===== src/rtl/voice_allocator_pkg.sv =====
// Shared note definitions for the keyboard synthesiser front end.
//  - PS/2 set-2 prefix bytes (break F0, extended E0)
//  - note-key scan-code table and matching tone-step values (index 0 = -#4 .. 19 = +#1)
//  - idle step value driven on an unused voice
//  - parser state encoding
// The staff display reuses NOTE_CODE / NOTE_TBL_CNT for key positions.
package voice_allocator_pkg;

    localparam logic [7:0] SC_BREAK    = 8'hF0;
    localparam logic [7:0] SC_EXTENDED = 8'hE0;

    localparam int NOTE_TBL_CNT = 20;
    localparam int NOTE_STEP_W  = 11;   // widest table step (1198) fits in 11 bits

    localparam logic [NOTE_STEP_W-1:0] IDLE_STEP = 11'd1;

    localparam logic [7:0] NOTE_CODE [NOTE_TBL_CNT] = '{
        8'h15, 8'h1c, 8'h1d, 8'h1b, 8'h24, 8'h23, 8'h2b, 8'h2c, 8'h34, 8'h35,
        8'h33, 8'h3b, 8'h43, 8'h42, 8'h44, 8'h4b, 8'h4d, 8'h4c, 8'h52, 8'h5b
    };

    localparam logic [NOTE_STEP_W-1:0] NOTE_STEP [NOTE_TBL_CNT] = '{
        11'd400,  11'd423,  11'd448,  11'd475,  11'd503,
        11'd533,  11'd565,  11'd599,  11'd634,  11'd672,
        11'd712,  11'd755,  11'd800,  11'd847,  11'd897,
        11'd951,  11'd1007, 11'd1067, 11'd1131, 11'd1198
    };

    // Parser state: the two prefix flags (extended, break) folded into one enum.
    typedef enum logic [1:0] {
        P_IDLE    = 2'b00,
        P_BRK     = 2'b01,
        P_EXT     = 2'b10,
        P_EXT_BRK = 2'b11
    } parse_state_t;

endpackage


===== src/rtl/voice_allocator_if.sv =====
// Byte-stream in / voice state out bundle of the voice allocator.
//  scan_valid, scan_code : PS/2 byte strobe and byte (from the receiver)
//  ch_step, ch_gate      : per-voice tone step and gate (to the tone generators)
//  key_down              : per-note held bitmap (to the staff display)
//  alloc_evt, overflow   : one-cycle event pulses
// master = PS/2 side / observer, slave = the allocator.
interface voice_allocator_if #(
    parameter int NUM_CH   = 4,
    parameter int STEP_W   = 16,
    parameter int NOTE_CNT = 20
);
    logic                       scan_valid;
    logic [7:0]                 scan_code;
    logic [NUM_CH*STEP_W-1:0]   ch_step;
    logic [NUM_CH-1:0]          ch_gate;
    logic [NOTE_CNT-1:0]        key_down;
    logic                       alloc_evt;
    logic                       overflow;

    modport master (
        output scan_valid, scan_code,
        input  ch_step, ch_gate, key_down, alloc_evt, overflow
    );

    modport slave (
        input  scan_valid, scan_code,
        output ch_step, ch_gate, key_down, alloc_evt, overflow
    );
endinterface


===== src/rtl/voice_allocator_note_lut.sv =====
// note_lut: combinational scan-code -> note lookup.
//  scan_code in  8       PS/2 byte
//  hit       out 1       byte is a note key
//  index     out 5       note index 0..19 (0 on miss)
//  step      out STEP_W  zero-extended tone step (idle step on miss)
module note_lut
    import voice_allocator_pkg::*;
#(
    parameter int STEP_W = 16
) (
    input  logic [7:0]        scan_code,
    output logic              hit,
    output logic [4:0]        index,
    output logic [STEP_W-1:0] step
);
    always_comb begin
        hit   = 1'b0;
        index = '0;
        step  = STEP_W'(IDLE_STEP);
        for (int i = 0; i < NOTE_TBL_CNT; i++) begin
            if (scan_code == NOTE_CODE[i]) begin
                hit   = 1'b1;
                index = 5'(i);
                step  = STEP_W'(NOTE_STEP[i]);
            end
        end
    end
endmodule


===== src/rtl/voice_allocator.sv =====
// voice_allocator: PS/2 byte parser + polyphonic voice allocation.
//  clk, reset : single clock, synchronous active-high reset
//  bus        : voice_allocator_if.slave (byte stream in, voice/key state and pulses out)
// A terminal byte is acted on in its scan_valid cycle; all outputs are registered,
// so results appear one clock later. Free voices are taken lowest-index first;
// when all are busy the voice with the highest age rank (oldest) is stolen, or the
// note is dropped with an overflow pulse when stealing is disabled.
module voice_allocator
    import voice_allocator_pkg::*;
#(
    parameter int NUM_CH   = 4,
    parameter int STEP_W   = 16,
    parameter int NOTE_CNT = 20,
    parameter int STEAL_EN = 1
) (
    input  logic              clk,
    input  logic              reset,
    voice_allocator_if.slave  bus
);
    localparam int RW = $clog2(NUM_CH);

    generate
        if (STEP_W < NOTE_STEP_W) begin : g_bad_step_w
            $error("voice_allocator: STEP_W must be at least 11");
        end
        if (NOTE_CNT != NOTE_TBL_CNT) begin : g_bad_note_cnt
            $error("voice_allocator: NOTE_CNT must match the note table");
        end
        if (NUM_CH < 2 || NUM_CH > 8) begin : g_bad_num_ch
            $error("voice_allocator: NUM_CH must be 2..8");
        end
    endgenerate

    parse_state_t          state_reg;
    logic [NOTE_CNT-1:0]   key_down_reg;
    logic                  alloc_evt_reg;
    logic                  overflow_reg;

    logic [NUM_CH-1:0]             gate_vec;
    logic [NUM_CH-1:0][4:0]        owner_all;
    logic [NUM_CH-1:0][RW-1:0]     rank_all;

    logic              lut_hit;
    logic [4:0]        lut_idx;
    logic [STEP_W-1:0] lut_step;

    note_lut #(.STEP_W(STEP_W)) u_lut (
        .scan_code (bus.scan_code),
        .hit       (lut_hit),
        .index     (lut_idx),
        .step      (lut_step)
    );

    logic is_prefix, ext_flag, brk_flag, note_evt, press_req, release_req;
    assign is_prefix   = (bus.scan_code == SC_BREAK) || (bus.scan_code == SC_EXTENDED);
    assign ext_flag    = (state_reg == P_EXT) || (state_reg == P_EXT_BRK);
    assign brk_flag    = (state_reg == P_BRK) || (state_reg == P_EXT_BRK);
    assign note_evt    = bus.scan_valid && !is_prefix && lut_hit && !ext_flag;
    // A make for an already-held note is typematic repeat and is ignored.
    assign press_req   = note_evt && !brk_flag && !key_down_reg[lut_idx];
    assign release_req = note_evt && brk_flag;

    logic              free_found;
    logic [RW-1:0]     free_idx, oldest_idx, tgt_idx, tgt_rank;
    logic [4:0]        displaced;
    logic              do_press, do_overflow, do_steal;
    logic [NUM_CH-1:0] rel_hit;

    always_comb begin
        free_found = 1'b0;
        free_idx   = '0;
        // Descending scan so the lowest free index is the last one written.
        for (int i = NUM_CH - 1; i >= 0; i--) begin
            if (!gate_vec[i]) begin
                free_found = 1'b1;
                free_idx   = RW'(i);
            end
        end
        oldest_idx = '0;
        for (int i = 0; i < NUM_CH; i++) begin
            if (rank_all[i] == RW'(NUM_CH - 1)) begin
                oldest_idx = RW'(i);
            end
        end
        tgt_idx     = free_found ? free_idx : oldest_idx;
        tgt_rank    = rank_all[tgt_idx];
        displaced   = owner_all[tgt_idx];
        do_press    = press_req && (free_found || (STEAL_EN != 0));
        do_overflow = press_req && !free_found && (STEAL_EN == 0);
        do_steal    = do_press && !free_found;
        for (int i = 0; i < NUM_CH; i++) begin
            rel_hit[i] = release_req && gate_vec[i] && (owner_all[i] == lut_idx);
        end
    end

    // Per-voice state. Ranks form a permutation: the target drops to 0 and every
    // voice younger than the target's old rank ages by one.
    genvar gi;
    generate
        for (gi = 0; gi < NUM_CH; gi++) begin : g_voice
            logic [STEP_W-1:0] step_reg;
            logic              gate_reg;
            logic [4:0]        owner_reg;
            logic [RW-1:0]     rank_reg;

            always_ff @(posedge clk) begin
                if (reset) begin
                    step_reg  <= STEP_W'(IDLE_STEP);
                    gate_reg  <= 1'b0;
                    owner_reg <= '0;
                    rank_reg  <= RW'(gi);
                end else if (do_press && (tgt_idx == RW'(gi))) begin
                    step_reg  <= lut_step;
                    gate_reg  <= 1'b1;
                    owner_reg <= lut_idx;
                    rank_reg  <= '0;
                end else begin
                    if (do_press && (rank_reg < tgt_rank)) begin
                        rank_reg <= rank_reg + RW'(1);
                    end
                    if (rel_hit[gi]) begin
                        gate_reg <= 1'b0;
                        step_reg <= STEP_W'(IDLE_STEP);
                    end
                end
            end

            assign bus.ch_step[gi*STEP_W +: STEP_W] = step_reg;
            assign gate_vec[gi]  = gate_reg;
            assign owner_all[gi] = owner_reg;
            assign rank_all[gi]  = rank_reg;
        end
    endgenerate

    always_ff @(posedge clk) begin
        if (reset) begin
            state_reg     <= P_IDLE;
            key_down_reg  <= '0;
            alloc_evt_reg <= 1'b0;
            overflow_reg  <= 1'b0;
        end else begin
            alloc_evt_reg <= do_press;
            overflow_reg  <= do_overflow;
            if (bus.scan_valid) begin
                if (bus.scan_code == SC_EXTENDED) begin
                    state_reg <= brk_flag ? P_EXT_BRK : P_EXT;
                end else if (bus.scan_code == SC_BREAK) begin
                    state_reg <= ext_flag ? P_EXT_BRK : P_BRK;
                end else begin
                    state_reg <= P_IDLE;
                end
            end
            // Displaced note is cleared first; the new note (never equal to it) is set after.
            if (do_steal) begin
                key_down_reg[displaced] <= 1'b0;
            end
            if (do_press) begin
                key_down_reg[lut_idx] <= 1'b1;
            end
            if (|rel_hit) begin
                key_down_reg[lut_idx] <= 1'b0;
            end
        end
    end

    assign bus.ch_gate   = gate_vec;
    assign bus.key_down  = key_down_reg;
    assign bus.alloc_evt = alloc_evt_reg;
    assign bus.overflow  = overflow_reg;

endmodule


===== src/flat_wrapper.sv =====
// flat-port wrapper written by rule: the top's interface ports become plain ports
module voice_allocator_flat import voice_allocator_pkg::*;
#(
    parameter int NUM_CH   = 4,
    parameter int STEP_W   = 16,
    parameter int NOTE_CNT = 20,
    parameter int STEAL_EN = 1
)
  (clk, reset, bus_scan_valid, bus_scan_code, bus_ch_step, bus_ch_gate, bus_key_down, bus_alloc_evt, bus_overflow);
  voice_allocator_if #(.NUM_CH(NUM_CH), .STEP_W(STEP_W), .NOTE_CNT(NOTE_CNT)) bus_i ();
  input  logic clk;
  input  logic reset;
  input wire logic [$bits(bus_i.scan_valid)-1:0] bus_scan_valid;
  input wire logic [$bits(bus_i.scan_code)-1:0] bus_scan_code;
  output wire logic [$bits(bus_i.ch_step)-1:0] bus_ch_step;
  output wire logic [$bits(bus_i.ch_gate)-1:0] bus_ch_gate;
  output wire logic [$bits(bus_i.key_down)-1:0] bus_key_down;
  output wire logic [$bits(bus_i.alloc_evt)-1:0] bus_alloc_evt;
  output wire logic [$bits(bus_i.overflow)-1:0] bus_overflow;
  assign bus_i.scan_valid = bus_scan_valid;
  assign bus_i.scan_code = bus_scan_code;
  assign bus_ch_step = bus_i.ch_step;
  assign bus_ch_gate = bus_i.ch_gate;
  assign bus_key_down = bus_i.key_down;
  assign bus_alloc_evt = bus_i.alloc_evt;
  assign bus_overflow = bus_i.overflow;
  voice_allocator #(.NUM_CH(NUM_CH), .STEP_W(STEP_W), .NOTE_CNT(NOTE_CNT), .STEAL_EN(STEAL_EN)) u_core (.clk(clk), .reset(reset), .bus(bus_i));
endmodule

===== config.mk =====
export PLATFORM = sky130hd
export DESIGN_NAME = voice_allocator_flat
export DESIGN_NICKNAME = d
export VERILOG_FILES = /design/src/rtl/voice_allocator_pkg.sv /design/src/rtl/voice_allocator_if.sv /design/src/rtl/voice_allocator_note_lut.sv /design/src/rtl/voice_allocator.sv /design/src/flat_wrapper.sv
export SDC_FILE = /design/constraint.sdc
export NUM_CORES = 1
export LEC_CHECK = 0
export ABC_AREA = 1
export ABC_CLOCK_PERIOD_IN_PS = 6600
export BUFFER_PORTS_ARGS = -buffer_cell sky130_fd_sc_hd__clkbuf_2
export CAP_MARGIN = 20
export CELL_PAD_IN_SITES_DETAIL_PLACEMENT = 1
export CELL_PAD_IN_SITES_GLOBAL_PLACEMENT = 1
export CORE_MARGIN = 2
export CORE_UTILIZATION = 40
export DETAILED_ROUTE_END_ITERATION = 7
export PLACE_DENSITY_LB_ADDON = 0.1
export SETUP_SLACK_MARGIN = 0.02
export SLEW_MARGIN = 20
export SYNTH_ARGS = -nofsm -noshare
export SYNTH_HDL_FRONTEND = slang
export SYNTH_HIERARCHICAL = 1
export SYNTH_SLANG_ARGS = --single-unit
export TNS_END_PERCENT = 20

===== constraint.sdc =====
create_clock -name clk -period 6.6 [get_ports clk]
set_input_delay 0.66 -clock clk [delete_from_list [all_inputs] [get_ports clk]]
set_output_delay 0.66 -clock clk [all_outputs]
set_load 0.01 [all_outputs]

==> impl_results.md, run 1 <==
- TritonCTS sink count: roughly 120
- Post-CTS Hold Buffers: 0
- Share of the synthesized area in the top cell type: 35.5%
- CP arrival: 4.41 ns
- Largest net degree at the start of global routing: 67
- Antenna violations before repair: 0
- Avg Synthesized Cell Area: ~6.5 um^2
- Distinct cells, synth: 43
- Cell Rows: 47
- Worst-Margin Slew: between 0.7 and 0.8 ns
- Max Clock Skew: ~0.015 ns
- Detail-routed via count per cell: 5.24
- Io pins: 101
- CTS root buffer: clkbuf_16
- Post-route DRC: 0
- CTS tree: built
- Vias in the first global route: between 6000 and 7000
- Setup TNS: 0 ns
- Sequential cell area fraction in the yosys report: between 30% and 40%
- Drt pass-1 iters: 5
- Flops & latches, synth: 119
- CTS resizes: 0
- Synthesized area: around 6700 um^2
- GP Congestion: about 0.96
- First-pass GRT wire length: 37500 um
- Final nets: 1110
- Final setup fails: 0
- Core area: 16500 um^2
- Die W: 133 um
- Post-Synthesis Cells: about 1000
- Num CTS Buffers: 17
- Worst vdd ir: around 180 uV
- Max H-tree Level: 4
- Antenna Diode Count: 0
- Max Cap Viol: 0
- Pwr Density: around 230 nW/um^2
- Post-synth EDFFs: 0
- Synth Warn #: 6
- Worst rel slew slack: around 48%
- Iteration-0 DRC Markers: just over 400
- Final hold violations: 0
- Setup CP Type: input pin to flip-flop
- DP HPWL: between 15000 and 20000 um
- WL/cell: between 15 and 20 um
- Lkg Pwr: 0.00337 uW
- PortBufs: 99
- Clk slew on worst S/H paths: ~0.060 ns
- Initial Util: 40.7%
- GRT overflow: 0
- Outcome: finished clean
- # fillers: between 2000 and 2500
- Final WL: 23000 um
- Max reg flops: 64
- Worst hold path type: flip-flop to flip-flop
- Async S/R FF share, synth: 0%
- Share of layout cells above drive strength 1: approximately 16%
- Post-synth top cells: nand2_1 (337), dfxtp_1 (119), a21oi_1 (113)
- CTS max path bufs: 2
- Maximum clock rate: 243 MHz
- Post-route ant nets: 0
- DIE HEIGHT: 133 um
- Total GRT Usage: between 20% and 30%
- Count leader, synth: nand2_1
- Post-synth top area cell: dfxtp_1
- Worst setup SP type: input pin
- Full die area: between 15000 and 20000 um^2
- Worst-Skew Late Latency: about 0.43 ns
- Critical path peak fanout: 24
- Main synth FF type: dfxtp_1
- Min cycle time layout: between 4 and 5 ns
- Total Power: approximately 1800 uW
- Crit path capture type: flip-flop
- Crit share post-route: between 60% and 70%
- Setup Buffers After CTS: 0
- Fin. max-slew vios: 0
- Area grow syn2layout: 14.8%
- Critical path data required time: between 6 and 7 ns
- Top cells by area, synth: dfxtp_1 (36%), nand2_1 (19%), a21oi_1 (8.4%), nand3_1 (7.9%), nor2_1 (4.9%)
- Unrepaired setup endpoints after global routing: no
- Vias: slightly below 7000
-- layout by cell type, fill, tap and decap left out, drive strengths merged --
cell type  instances
nand3            107
dfxtp            119
nand4             24
nor4               3
o2111ai            1
nor2              99
xor2              12
a21o               1
buf                5
ha                 7
a21boi             2
o22ai              4
clkbuf           116
inv               77
o21a               1
o21ai             26
clkinvlp           4
xnor2              3
a21oi            116
a221oi             1
or3b               1
nor3              11
nand2            348
conb               6
bufinv             2
clkinv             5
or2                4
-- worst max-delay path: stages --
cell	delay, ns
clkbuf_2	0.10
inv_1	0.07
nor2_1	0.06
nand2_2	0.14
inv_2	0.07
nand2_1	0.17
nand2_1	0.16
nor4_1	0.30
nand2_1	0.43
inv_2	0.39
nor2_1	0.10
nand2_1	0.07
nand2_1	0.05
nor2_1	0.10
nor2_1	0.08
nor2_4	0.15
nand2_4	0.14
nor2_4	0.48
inv_2	0.34
o22ai_1	0.25
nand2_1	0.06
-- layer usage --
metal  global-route usage [%]  vias to the layer above  wire length [um]
met5                        0                        -                 0
met1                     35.8                     3341             10900
li1                         -                     3450                 -
met2                     44.6                      138             10900
met3                     4.49                       20               969
met4                     6.50                        0               244
-- area by class of cell --
class                           count  area [um^2]  share of cell area [%]
Multi-Input combinational cell    777         3630                    47.1
Clock inverter                     15          170                    2.21
Clock buffer                       17          425                    5.52
Tap cell                          220          275                    3.57
Inverter                           73          284                    3.69
Timing Repair Buffer              104          533                    6.92
Sequential cell                   119         2380                    30.9
-- logic make-up after synthesis --
family,count (synthesis),synth area share (%)
AND/OR/NAND/NOR,597,38.6
XOR/XNOR,15,1.96
buffers and inverters,136,10.6
AO/OA/AOI/OAI,152,12.0
other,2,0.112
adder cells (fa/ha/maj),7,1.31
flip-flops,119,35.5
-- report_power, final --
part / leakage [uW] / internal, uW / switching, uW / total, uW
logic: 0.00213 / 22.6 / 72.5 / 95.0
clock network: 0.000280 / 564 / 379 / 943
registers: 0.000959 / 721 / 2.85 / 724
total: 0.00337 / 1310 / 454 / 1760
-- worst paths after layout --
check | startpoint | end | slack, ns | cells past startpoint
worst max register to register | u_core/g_voice[0].gate_reg | u_core/g_voice[3].rank_reg[0] | 3.32 | 13
worst min-delay path | u_core/state_reg[1] | u_core/state_reg[1] | 0.46 | 2
worst min register to register | u_core/state_reg[1] | u_core/state_reg[1] | 0.46 | 2
worst max-delay path | bus_scan_code[6] | u_core/g_voice[3].step_reg[0] | 2.48 | 21
-- metrics by stage --
step | area [um^2] | hold slack [ns] | std cells | worst slack [ns] | util [%]
2_1_floorplan | 6720 | 0.427 | 1032 | 3.72 | -
3_3_place_gp | 7100 | 0.455 | 1293 | 2.06 | 43.1
3_5_place_dp | 7100 | 0.455 | 1293 | 2.11 | 43.1
4_1_cts | 7700 | 0.464 | 1325 | 2.51 | 46.8
5_1_grt | 7700 | 0.502 | 1325 | 1.97 | 46.8
6_report | 7700 | 0.458 | 1325 | 2.48 | 46.8
Power figures use the tool's default switching activity.
==> run 2, diff against run 1 <==
--- a/config.mk
+++ b/config.mk
@@ -6,7 +6,7 @@
 export NUM_CORES = 1
 export LEC_CHECK = 0
 export ABC_AREA = 1
-export ABC_CLOCK_PERIOD_IN_PS = 6600
+export ABC_CLOCK_PERIOD_IN_PS = 4300
 export BUFFER_PORTS_ARGS = -buffer_cell sky130_fd_sc_hd__clkbuf_2
 export CAP_MARGIN = 20
 export CELL_PAD_IN_SITES_DETAIL_PLACEMENT = 1
==> constraint.sdc (replaced) <==
create_clock -name clk -period 4.3 [get_ports clk]
set_input_delay 0.43 -clock clk [delete_from_list [all_inputs] [get_ports clk]]
set_output_delay 0.43 -clock clk [all_outputs]
set_load 0.01 [all_outputs]
==> impl_results.md, run 2 (same netlist as run 1, synthesis figures left out) <==
- CTS max path bufs: 2 (unchanged)
- Initial Util: 40.7% (unchanged)
- Crit path capture type: flip-flop (unchanged)
- Core area: 16500 um^2 (unchanged)
- M1 GR Usage: 35.3% (was 35.8%)
- Setup TNS: 0 ns (unchanged)
- Antenna Diode Count: 0 (unchanged)
- CP arrival: 3.86 ns (was 4.41 ns)
- Worst hold path type: input pin to flip-flop (was flip-flop to flip-flop)
- Vias in the first global route: 7094 (was 6872)
- Detail-routed via count per cell: 5.26 (was 5.24)
- Post-route ant nets: 0 (unchanged)
- Cell Rows: 47 (unchanged)
- Antenna violations before repair: 0 (unchanged)
- WL/cell: 17.6 um (was 17.4 um)
- Worst vdd ir: 295 uV (was 184 uV)
- Outcome: finished clean (unchanged)
- Cell internal pwr: 1900 uW (was 1310 uW)
- GP Congestion: 0.955 (was 0.956)
- Met2 Use GR: 44.9% (was 44.6%)
- Worst rel slew slack: 45.1% (was 47.8%)
- Worst Hold Path Cells: 3 (was 2)
- Io pins: 101 (unchanged)
- Worst setup SP type: input pin (unchanged)
- PortBufs: 99 (unchanged)
- Largest net degree at the start of global routing: 66 (was 67)
- Iteration-0 DRC Markers: 449 (was 414)
- Switching Share: 27.5% (was 25.8%)
- Crit-path most repeated cell: nor2_1 (was nand2_1)
- Worst Reg-to-Reg Cells: 13 (unchanged)
- Most used routing layer: met2 (unchanged)
- Unrepaired setup endpoints after global routing: no (unchanged)
- Crit share post-route: ~83%
- CTS root buffer: clkbuf_16 (unchanged)
- Total GRT Usage: 26.9% (was 26.6%)
- Max H-tree Level: 4 (unchanged)
- Critical path peak fanout: 24 (unchanged)
- First-pass GRT wire length: 37900 um (was 37500 um)
- GRT overflow: 0 (unchanged)
- Drt pass-1 iters: 5 (unchanged)
- DP HPWL: 16900 um (was 16500 um)
- Final WL: 23500 um (was 23000 um)
- Non-Filler Instances: 1334 (was 1325)
- Crit path max-delay family: simple AND/OR/NAND/NOR gates (unchanged)
- TritonCTS sink count: 119 (unchanged)
- Critical path data required time: 4.59 ns (was 6.89 ns)
- Reg power frac: 42.3% (was 41.1%)
- DIE HEIGHT: 133 um (unchanged)
- Max reg flops: 64 (unchanged)
- Multi-input logic area: 3630 um^2 (unchanged)
- Final hold violations: 0 (unchanged)
- Clk pwr share: 52.0% (was 53.5%)
- Lkg Pwr: 0.00340 uW (was 0.00337 uW)
- Worst-Skew Late Latency: 0.43 ns (about the same)
- Share of layout cells above drive strength 1: 16.7% (was 16.0%)
- Net switching power: 723 uW (was 454 uW)
- CTS resizes: 0 (unchanged)
- Min cycle time layout: about 3.6 ns
- Worst path depth: 20 (was 21)
- Post-route DRC: 0 (unchanged)
- Placed Instance Area: 7160 um^2 (was 7100 um^2)
- CP max stage cell: nor2_4 (unchanged)
- Full die area: 17800 um^2 (unchanged)
- Max Clock Skew: 0.0148 ns (was 0.0153 ns)
- Final nets: 1119 (was 1110)
- Final setup fails: 0 (unchanged)
- Maximum clock rate: 280 MHz
- Pwr Density: 339 nW/um^2 (was 229 nW/um^2)
- Design area: 7740 um^2 (was 7700 um^2)
- Max Cap Viol: 0 (unchanged)
- Most frequent cells in the layout: nand2_1 (337), dfxtp_1 (119), a21oi_1 (113), nand3_1 (106), clkbuf_2 (99) (unchanged)
- Clk slew on worst S/H paths: 0.06 ns (about the same)
- Placed cells: 1301 (was 1293)
- Setup CP Type: input pin to flip-flop (unchanged)
- # fillers: 2251 (was 2272)
- Max incr delay on CP: 0.50 ns (was 0.48 ns)
- Num CTS Buffers: 17 (unchanged)
- Setup Buffers After CTS: 0 (unchanged)
- Register Area: 2380 um^2 (unchanged)
- Vias: 7022 (was 6949)
- CTS tree: built (unchanged)
- Critical path cell sequence: clkbuf_2 -> nor2_1 -> nand2_1 -> nor2_1 -> inv_1 -> nand4_1 -> nand2_1 -> nand4_1 -> buf_4 -> nor2_1 -> nand2_1 -> nand2_1 -> nor2_1 -> nor2_1 -> nor2_4 -> nand2_4 -> nor2_4 -> inv_2 -> o21ai_0 -> a21oi_1 (was clkbuf_2 -> inv_1 -> nor2_1 -> nand2_2 -> inv_2 -> nand2_1 -> nand2_1 -> nor4_1 -> nand2_1 -> inv_2 -> nor2_1 -> nand2_1 -> nand2_1 -> nor2_1 -> nor2_1 -> nor2_4 -> nand2_4 -> nor2_4 -> inv_2 -> o22ai_1 -> nand2_1)
- Die W: 133 um (unchanged)
- Area grow syn2layout: 15.3% (was 14.8%)
- Fin. max-slew vios: 0 (unchanged)
- M3 GR Usage: 5.33% (was 4.49%)
- Gate power share: 5.7% (was 5.4%)
- Worst-Margin Slew: 0.816 ns (was 0.781 ns)
- Commonest non-fill, non-tap cell in the layout: nand2_1 (unchanged)
- WP buf/inv: 4 (was 5)
- Post-CTS Hold Buffers: 0 (unchanged)
[run 2: cell types whose count changed in the layout (fill, tap and decap cells not counted)]
cell / before / now
clkinv_2: 1 / 0
bufinv_16: 2 / 0
clkinv_4: 3 / 2
buf_4: 5 / 13
buf_8: 0 / 1
inv_6: 3 / 7
[run 2: cell type report]
| type | instances | area share (%) |
|---|---|---|
| multi-input combinational | 777 | 46.9 |
| sequential | 119 | 30.8 |
| timing repair buffer | 113 | 7.86 |
| clock buffer | 17 | 5.50 |
| inverter | 73 | 3.67 |
| tap | 220 | 3.56 |
| clock inverter | 15 | 1.70 |
[run 2: path summary, 6_finish.rpt]
check                           slack (ns)                              to                  startpoint
worst min register to register        0.45             u_core/state_reg[1]         u_core/state_reg[1]
worst max register to register        1.15   u_core/g_voice[3].rank_reg[0]  u_core/g_voice[0].gate_reg
worst min-delay path                  0.33             u_core/state_reg[0]              bus_scan_valid
worst max-delay path                  0.72  u_core/g_voice[3].owner_reg[4]            bus_scan_code[7]
[run 2: routing by layer]
metal / part of all wire [%] / up-vias
met3: 4.9 / 23
met4: 1.5 / 0
met5: 0 / -
li1: - / 3476
met2: 47 / 163
met1: 46 / 3360
[run 2: power groups by stage]
stage               sequential (uW)  clock (uW)  combinational [uW]
detailed placement             1140           0                 144
floorplan                      1140           0                 105
CTS                            1110        1380                 145
finish                         1110        1360                 150
global route                   1110        1430                 166
global placement               1140           0                 143
[run 2: worst register-to-register path: stages (launching register included)]
cell      delay [ns]
dfxtp_1         0.49
nand2_2         0.16
nor2_2          0.18
nand2_2         0.25
nand2_2         0.29
nor2_1          0.10
inv_1           0.19
o21ai_0         0.11
a221oi_1        0.52
ha_1            0.36
nand2_1         0.12
nand2_1         0.08
nand3_1         0.07
nand3_1         0.08
[run 2: per-stage QoR]
step                hold WS [ns]  utilization (%)  power, uW  setup slack [ns]
global route               0.364             47.0       2710             0.335
CTS                        0.315             46.9       2640             0.726
finish                     0.328             47.0       2620             0.724
detailed placement         0.449             43.5       1280             0.383
global placement           0.445             43.5       1280             0.492
floorplan                  0.427                -       1240              1.65
